===== src/rtl/coin_vend_ctrl.sv =====
// rtl/coin_vend_ctrl.sv - two-denomination coin vending controller with change handshake
module coin_vend_ctrl #(
    parameter int CREDIT_W   = 4,
    parameter int PRICE      = 3,
    parameter int COIN_A_VAL = 1,
    parameter int COIN_B_VAL = 2,
    parameter int MAX_CREDIT = 4,
    parameter int CNT_W      = 8
) (
    input  logic                clock,
    input  logic                reset,
    input  logic                coin_valid,
    input  logic                coin_sel,
    input  logic                cancel,
    output logic                coin_ready,
    output logic                coin_reject,
    output logic                dispense,
    output logic                change_valid,
    output logic [CREDIT_W-1:0] change_amt,
    input  logic                change_ready,
    output logic [CREDIT_W-1:0] credit,
    output logic [CNT_W-1:0]    vend_count
);

    localparam logic [1:0] ST_COLLECT = 2'd0;
    localparam logic [1:0] ST_VEND    = 2'd1;
    localparam logic [1:0] ST_CHANGE  = 2'd2;

    localparam logic [CREDIT_W:0]   VAL_A     = (CREDIT_W+1)'(COIN_A_VAL);
    localparam logic [CREDIT_W:0]   VAL_B     = (CREDIT_W+1)'(COIN_B_VAL);
    localparam logic [CREDIT_W:0]   MAX_W     = (CREDIT_W+1)'(MAX_CREDIT);
    localparam logic [CREDIT_W:0]   PRICE_W   = (CREDIT_W+1)'(PRICE);
    localparam logic [CREDIT_W-1:0] PRICE_C   = CREDIT_W'(PRICE);

    logic [1:0]          state;
    logic [CREDIT_W:0]   coin_val;
    logic [CREDIT_W:0]   sum;
    logic [CREDIT_W:0]   eff_credit;
    logic [CREDIT_W-1:0] remainder;
    logic                coin_seen;
    logic                coin_bad;
    logic                coin_take;

    assign coin_ready   = (state == ST_COLLECT);
    assign dispense     = (state == ST_VEND);
    assign change_valid = (state == ST_CHANGE);

    // Sum is one bit wider so an over-credit coin cannot wrap past the limit check.
    always_comb begin
        coin_val   = coin_sel ? VAL_B : VAL_A;
        sum        = {1'b0, credit} + coin_val;
        coin_seen  = (state == ST_COLLECT) && coin_valid;
        coin_bad   = coin_seen && (sum > MAX_W);
        coin_take  = coin_seen && !coin_bad;
        eff_credit = coin_take ? sum : {1'b0, credit};
        remainder  = credit - PRICE_C;
    end

    always_ff @(posedge clock) begin
        if (!reset) begin
            state       <= ST_COLLECT;
            credit      <= '0;
            change_amt  <= '0;
            vend_count  <= '0;
            coin_reject <= 1'b0;
        end else begin
            coin_reject <= coin_bad;
            case (state)
                ST_COLLECT: begin
                    // Cancel takes priority over vending, even when the price is reached.
                    if (cancel && (eff_credit != '0)) begin
                        credit     <= eff_credit[CREDIT_W-1:0];
                        change_amt <= eff_credit[CREDIT_W-1:0];
                        state      <= ST_CHANGE;
                    end else if (coin_take) begin
                        credit <= sum[CREDIT_W-1:0];
                        if (sum >= PRICE_W) begin
                            state <= ST_VEND;
                        end
                    end
                end
                ST_VEND: begin
                    credit     <= remainder;
                    vend_count <= vend_count + 1'b1;
                    if (remainder != '0) begin
                        change_amt <= remainder;
                        state      <= ST_CHANGE;
                    end else begin
                        state <= ST_COLLECT;
                    end
                end
                ST_CHANGE: begin
                    if (change_ready) begin
                        credit     <= '0;
                        change_amt <= '0;
                        state      <= ST_COLLECT;
                    end
                end
                default: begin
                    state <= ST_COLLECT;
                end
            endcase
        end
    end

endmodule

===== config.mk =====
export PLATFORM = sky130hd
export DESIGN_NAME = coin_vend_ctrl
export DESIGN_NICKNAME = d
export VERILOG_FILES = /design/src/rtl/coin_vend_ctrl.sv
export SDC_FILE = /design/constraint.sdc
export NUM_CORES = 1
export LEC_CHECK = 0
export CORE_MARGIN = 8
export CORE_UTILIZATION = 49
export CTS_BUF_LIST = sky130_fd_sc_hd__clkbuf_8
export DETAILED_ROUTE_END_ITERATION = 8
export PLACE_DENSITY_LB_ADDON = 0.15
export SYNTH_ARGS = -nofsm -noshare
export SYNTH_HDL_FRONTEND = slang
export SYNTH_SLANG_ARGS = --single-unit

===== constraint.sdc =====
create_clock -name clock -period 3 [get_ports clock]
set_clock_uncertainty 0.2 [all_clocks]
set_input_delay 0.6 -clock clock [delete_from_list [all_inputs] [get_ports clock]]
set_output_delay 0.6 -clock clock [all_outputs]
set_load 0.005 [all_outputs]

## Word-level counts from Yosys, hierarchy flattened

Index checks and enable logic that the tools add are counted.

| storage, ports and cells | value |
|---|---|
| register bits after elaboration | 19 |
| input bits | 6 |
| output and inout port bits | 20 |
| logic and storage cells | 44 |

| cells by class | value |
|---|---|
| add/sub/neg operators | 3 |
| $lt $le $gt $ge | 2 |
| equality and inequality tests | 7 |
| muxes and demuxes | 15 |
| reductions and logical operators | 12 |

Operators with widths:

| kind | count |
|---|---|
| $pmux 4 s3 | 2 |
| $mux 4 | 5 |
| $mux 2 | 6 |
| $add 8x1->8 const B | 1 |
| $ne 2x1->1 const B | 3 |
| $ne 3x1->1 const B | 2 |
| $pmux 2 s3 | 1 |
| $reduce_and 3->1 | 2 |
| $add 4x2->5 | 1 |
| $ge 5x2->1 const B | 1 |
| $gt 5x3->1 const B | 1 |
| $mux 5 | 1 |
| $reduce_bool 5->1 | 1 |
| $logic_and 1x1->1 | 4 |
| $reduce_and 4->1 | 1 |
| $reduce_bool 4->1 | 1 |
| $sub 4x2->4 const B | 1 |
| $reduce_bool 3->1 | 1 |
| $eq 2x1->1 const B | 1 |
| $eq 2x2->1 const B | 1 |
| $logic_not 2->1 | 1 |
| $logic_not 1->1 | 1 |

## Logic depth before layout (Yosys ltp)

| logic depth | value |
|---|---|
| word-level depth | 11 |
| depth in mapped cells | 12 |
| mapped depth without buffers | 10 |

## Worst setup path before layout

OpenSTA, ideal clock, no wires.

| timing | value |
|---|---|
| path type | input-to-reg |
| start | in coin_sel |
| end | reg change_amt[0] |
| data arrival time | 2.739 ns |
| slack | -0.074 ns |
| stages | 11 |
| buffers on the path | 1 |
| path through | inv_1 ha_1 inv_1 fa_1 nand2b_4 a311oi_4 and3_1 buf_4 mux2_2 nand2_1 a31oi_1 |

| between the ends | value |
|---|---|
| longest elaborated chain between the ends | 11 |
| elaborated cells between the ends (all ways) | 13 |

Ends and longest elaborated chain:

| item | RTL line | source |
|---|---|---|
| start, declared | 13 | `input logic coin_sel,` |
| $mux 2 * | 50 | `coin_val = coin_sel ? VAL_B : VAL_A;` |
| $add 4x2->5 * | 51 | `sum = {1'b0, credit} + coin_val;` |
| $gt 5x3->1 | 53 | `coin_bad = coin_seen && (sum > MAX_W);` |
| $logic_and 1x1->1 | 53 |  |
| $logic_not 1->1 | 54 | `coin_take = coin_seen && !coin_bad;` |
| $logic_and 1x1->1 | 54 |  |
| $mux 5 * | 55 | `eff_credit = coin_take ? sum : {1'b0, credit};` |
| $reduce_bool 5->1 | 71 | `if (cancel && (eff_credit != '0)) begin` |
| $logic_and 1x1->1 | 71 |  |
| $ne 2x1->1 (no source line) | - |  |
| $reduce_and 4->1 (no source line) | - |  |
| end signal, assigned | 73 | `change_amt <= eff_credit[CREDIT_W-1:0];` |
| end signal, assigned | 86 | `change_amt <= remainder;` |
| end, declared | 19 | `output logic [CREDIT_W-1:0] change_amt,` |

Mark *: on every way between the ends. The rest lies on a longest branch, timed or not. The select of a mux whose other input is x is not followed.
A chain may end at the register's enable or synchronous reset.

## Final worst setup path

| timing | value |
|---|---|
| start | in coin_sel |
| end | reg change_amt[1] |

Same word-level chain as after synthesis.

==> summary.md <==
| Metric | Value |
|---|---|
| Outcome | `finished, final reports clean` |
| R2R depth | `10` |
| Final hold violation count | `0` |
| Final min period | `roughly 2.9 ns` |
| Tot Pwr | `roughly 0.0019 W` |
| Post-synth top area share | `between 20 and 30%` |
| Prevailing post-synth register cell | `dfxtp_1` |
| Min-Delay Path Class | `flip-flop to flip-flop` |
| RSZ-0062 raised after global routing | `false` |
| Number of synthesized register bits | `19` |
| Antenna Cells | `0` |
| Netlist cell types | `61` |
| Slew Limit Fails | `0` |
| Slew @ Worst Pin | `between 0.6 and 0.7 ns` |
| Synth Area in Compound Gates | `between 20% and 30%` |
| Adder-cell area share of the yosys netlist | `under 10%` |
| Sequential share of the synthesized area | `between 20% and 30%` |
| Mapped Avg Cell Area | `~8.4 µm²` |
| Count leader, synth | `dfxtp_1` |
| First-pass DRT Iterations | `4` |
| Max-cap violations | `0` |
| Worst Hold Depth | `2` |
| Setup-failing EPs final | `0` |
| Gate Count Post-Synth | `roughly 180` |
| Initial DRC count | `just under 100` |
| Pwr/cell area | `around 940 nW/µm²` |
| Met2 routed WL | `approximately 2000 µm` |
| Antenna violations before repair | `0` |
| Share of cells above drive strength 1 | `a little over a quarter` |
| Ranking of synthesized cells by area | `dfxtp_1 26%, ha_1 6.8%, nor2_1 4.1%` |
| Clk slew on worst S/H paths | `0.09 ns` |
| Vias per cell | `about 6` |
| Critical R2R Capture | `change_amt[1]$_SDFFE_PN0P_` |
| Clock root buffer | `clkbuf_8` |
| Hold buffers post-CTS | `0` |
| Tcrit/Tclk final | `96.4%` |
| Total gr overflow | `0` |
| Top routing layer in use | `met4` |
| Reg2reg start | `credit[0]$_SDFFE_PN0P_` |
| DR WL/cell | `between 15 and 20 µm` |
| Final Non-Filler Cells | `between 200 and 300` |
| Ys async rst share | `0%` |
| Simple-gate share of the synthesized area | `a little under a quarter` |
| WL met1 | `roughly 2000 µm` |
| H-tree levels | `1` |
| Maximum clock rate | `346 MHz` |
| I/O pin count | `26` |
| WL met3 | `approximately 230 µm` |
| Die ar. | `5000 µm²` |
| Clock sinks | `19` |
| Nets@finish | `about 240` |
| Yosys top cell by area | `dfxtp_1` |
| YS warnings | `0` |
| Die Span X | `between 70 and 80 µm` |
| Crit path launch type | `input pin` |
| Worst setup startpoint | `coin_sel` |
| Rel. slew slack | `a little under 60%` |
| Max clock buf depth | `2` |
| Die Y | `70.7 µm` |
| Routed WL | `4340 µm` |
| CP Capture Point | `change_amt[1]$_SDFFE_PN0P_` |
| Final ANT Viol Nets | `0` |
| Arrival @ worst endpoint | `2.88 ns` |
| CP Max Fanout | `7` |
| Post-Syn Area | `around 1500 µm²` |
| Critical Path Sink Type | `flip-flop` |
| Pin count of the biggest net entering global routing | `18` |
| Pleak | `between 0.8 and 0.9 nW` |
| Drt drc | `0` |
| Xor/xnor cell area share of the yosys netlist | `under 10%` |
| Number of global-route vias before repair | `1563` |
| Syn Nets | `190` |
| Post-detail-place hpwl | `3190 µm` |
| GP Congestion | `around 0.95` |
| First-pass GRT wire length | `7300 µm` |
| Largest family of logic cells by synthesized area | `compound AO/OA/AOI/OAI gates` |
| Core ar. | `approximately 3000 µm²` |
| Number of synthesized flops with an enable pin | `0` |
| Total CTS buffers | `3` |
| Mux cell area share after synthesis | `under 10%` |
| Reg-to-reg slack, setup | `~0.18 ns` |
| Worst-case vdd ir drop | `between 0.0004 and 0.0005 V` |
| Initial core utilization | `49.6%` |
| CTS tree | `done` |
| Gr usage total | `between 10% and 20%` |
| Area added between synthesis and finish | `40.4%` |
| CP required | `around 3.0 ns` |
| Synth top cells by count | `19 x dfxtp_1, 16 x nor2_1, 14 x nand2_1, 9 x inv_1, 8 x ha_1` |
| Clock Latency Late Sink | `about 0.27 ns` |
| Row count | `20` |
| Vias | `about 1600` |
| IO buf count | `25` |
| # placed instances | `252` |
| Worst setup path class | `input pin to flip-flop` |
==> stage by stage <==
stage / setup WS (ns) / hold slack (ns) / instance area, µm² / TNS (ns) / utilization [%]
2_1_floorplan: -0.0201 / 0.252 / 1470 / -0.0201 / -
4_1_cts: 0.00852 / 0.279 / 2030 / 0 / 68.9
6_report: 0.107 / 0.277 / 2060 / 0 / 69.7
3_5_place_dp: -0.563 / 0.270 / 1920 / -5.21 / 65.0
5_1_grt: 0.0105 / 0.315 / 2060 / 0 / 69.7
3_3_place_gp: -0.492 / 0.261 / 1920 / -4.46 / 65.0
==> routing by layer <==
metal	GRT usage, %	up-vias
li1	-	757
met1	22.2	737
met2	29.5	49
met3	3.11	8
met4	7.39	0
met5	0	-
==> cell families (layout without fill, tap and decap cells) <==
group,after synthesis,count (layout)
and+or+nand+nor,63,63
AOI/OAI and AO/OA,54,54
buffers and inverters,20,72
DFF,19,19
adders and majority gates,9,9
xor gates and xnor gates,6,6
muxes,4,4
==> sequential cells by signal, summed over array words and instances, names as in the netlist <==
name / cells
coin_reject: 1
vend_count: 8
credit: 4
change_amt: 4
state: 2
==> worst min-delay path by stage <==
stage                               start                    endpoint
2_1_floorplan  change_amt[2]$_SDFFE_PN0P_  change_amt[2]$_SDFFE_PN0P_
3_3_place_gp   change_amt[2]$_SDFFE_PN0P_  change_amt[2]$_SDFFE_PN0P_
3_5_place_dp   change_amt[2]$_SDFFE_PN0P_  change_amt[2]$_SDFFE_PN0P_
4_1_cts        change_amt[2]$_SDFFE_PN0P_  change_amt[2]$_SDFFE_PN0P_
5_1_grt        vend_count[7]$_SDFFE_PN0P_  vend_count[7]$_SDFFE_PN0P_
6_report       change_amt[2]$_SDFFE_PN0P_  change_amt[2]$_SDFFE_PN0P_
==> power breakdown <==
| group | internal [W] | total (W) | switching [W] |
|---|---|---|---|
| sequential | 0.000302 | 0.000371 | 0.0000686 |
| combinational | 0.000699 | 0.00136 | 0.000666 |
| clock | 0.0000929 | 0.000193 | 0.0000998 |
| total | 0.00109 | 0.00193 | 0.000835 |
==> critical path, cell delays in order <==
cell,delay (ns)
buf_6,0.10
inv_4,0.05
ha_4,0.13
inv_2,0.04
fa_2,0.57
buf_6,0.11
or4bb_1,0.41
o311ai_2,0.12
and4_4,0.30
a211oi_4,0.06
buf_4,0.16
a311oi_2,0.24
==> final cells by class <==
class | count | area [µm²]
multi-input combinational | 136 | 1050
inverter | 11 | 43.8
timing repair buffer | 57 | 499
tap | 33 | 41.3
sequential | 19 | 380
clock buffer | 3 | 41.3
fill | 246 | 896
clock inverter | 1 | 5.00
==> placed cells by master, fill, tap and decap left out, types with 6 or more instances in the layout <==
cell type         n
dfxtp_1          19
clkdlybuf4s50_1  24
inv_1             7
buf_4            30
o21ai_0           6
nand2_1          14
nor2_1           16
ha_1              7
a21oi_1           7
==> what timing repair did <==
item,4_1_cts,5_1_grt
buffers inserted,4,1
setup endpoints to repair,10,10
pin swaps,7,6
endpoints found under the hold margin,0,0
gates resized for setup,13,7
No activity file was read; power rests on OpenSTA's default activity.
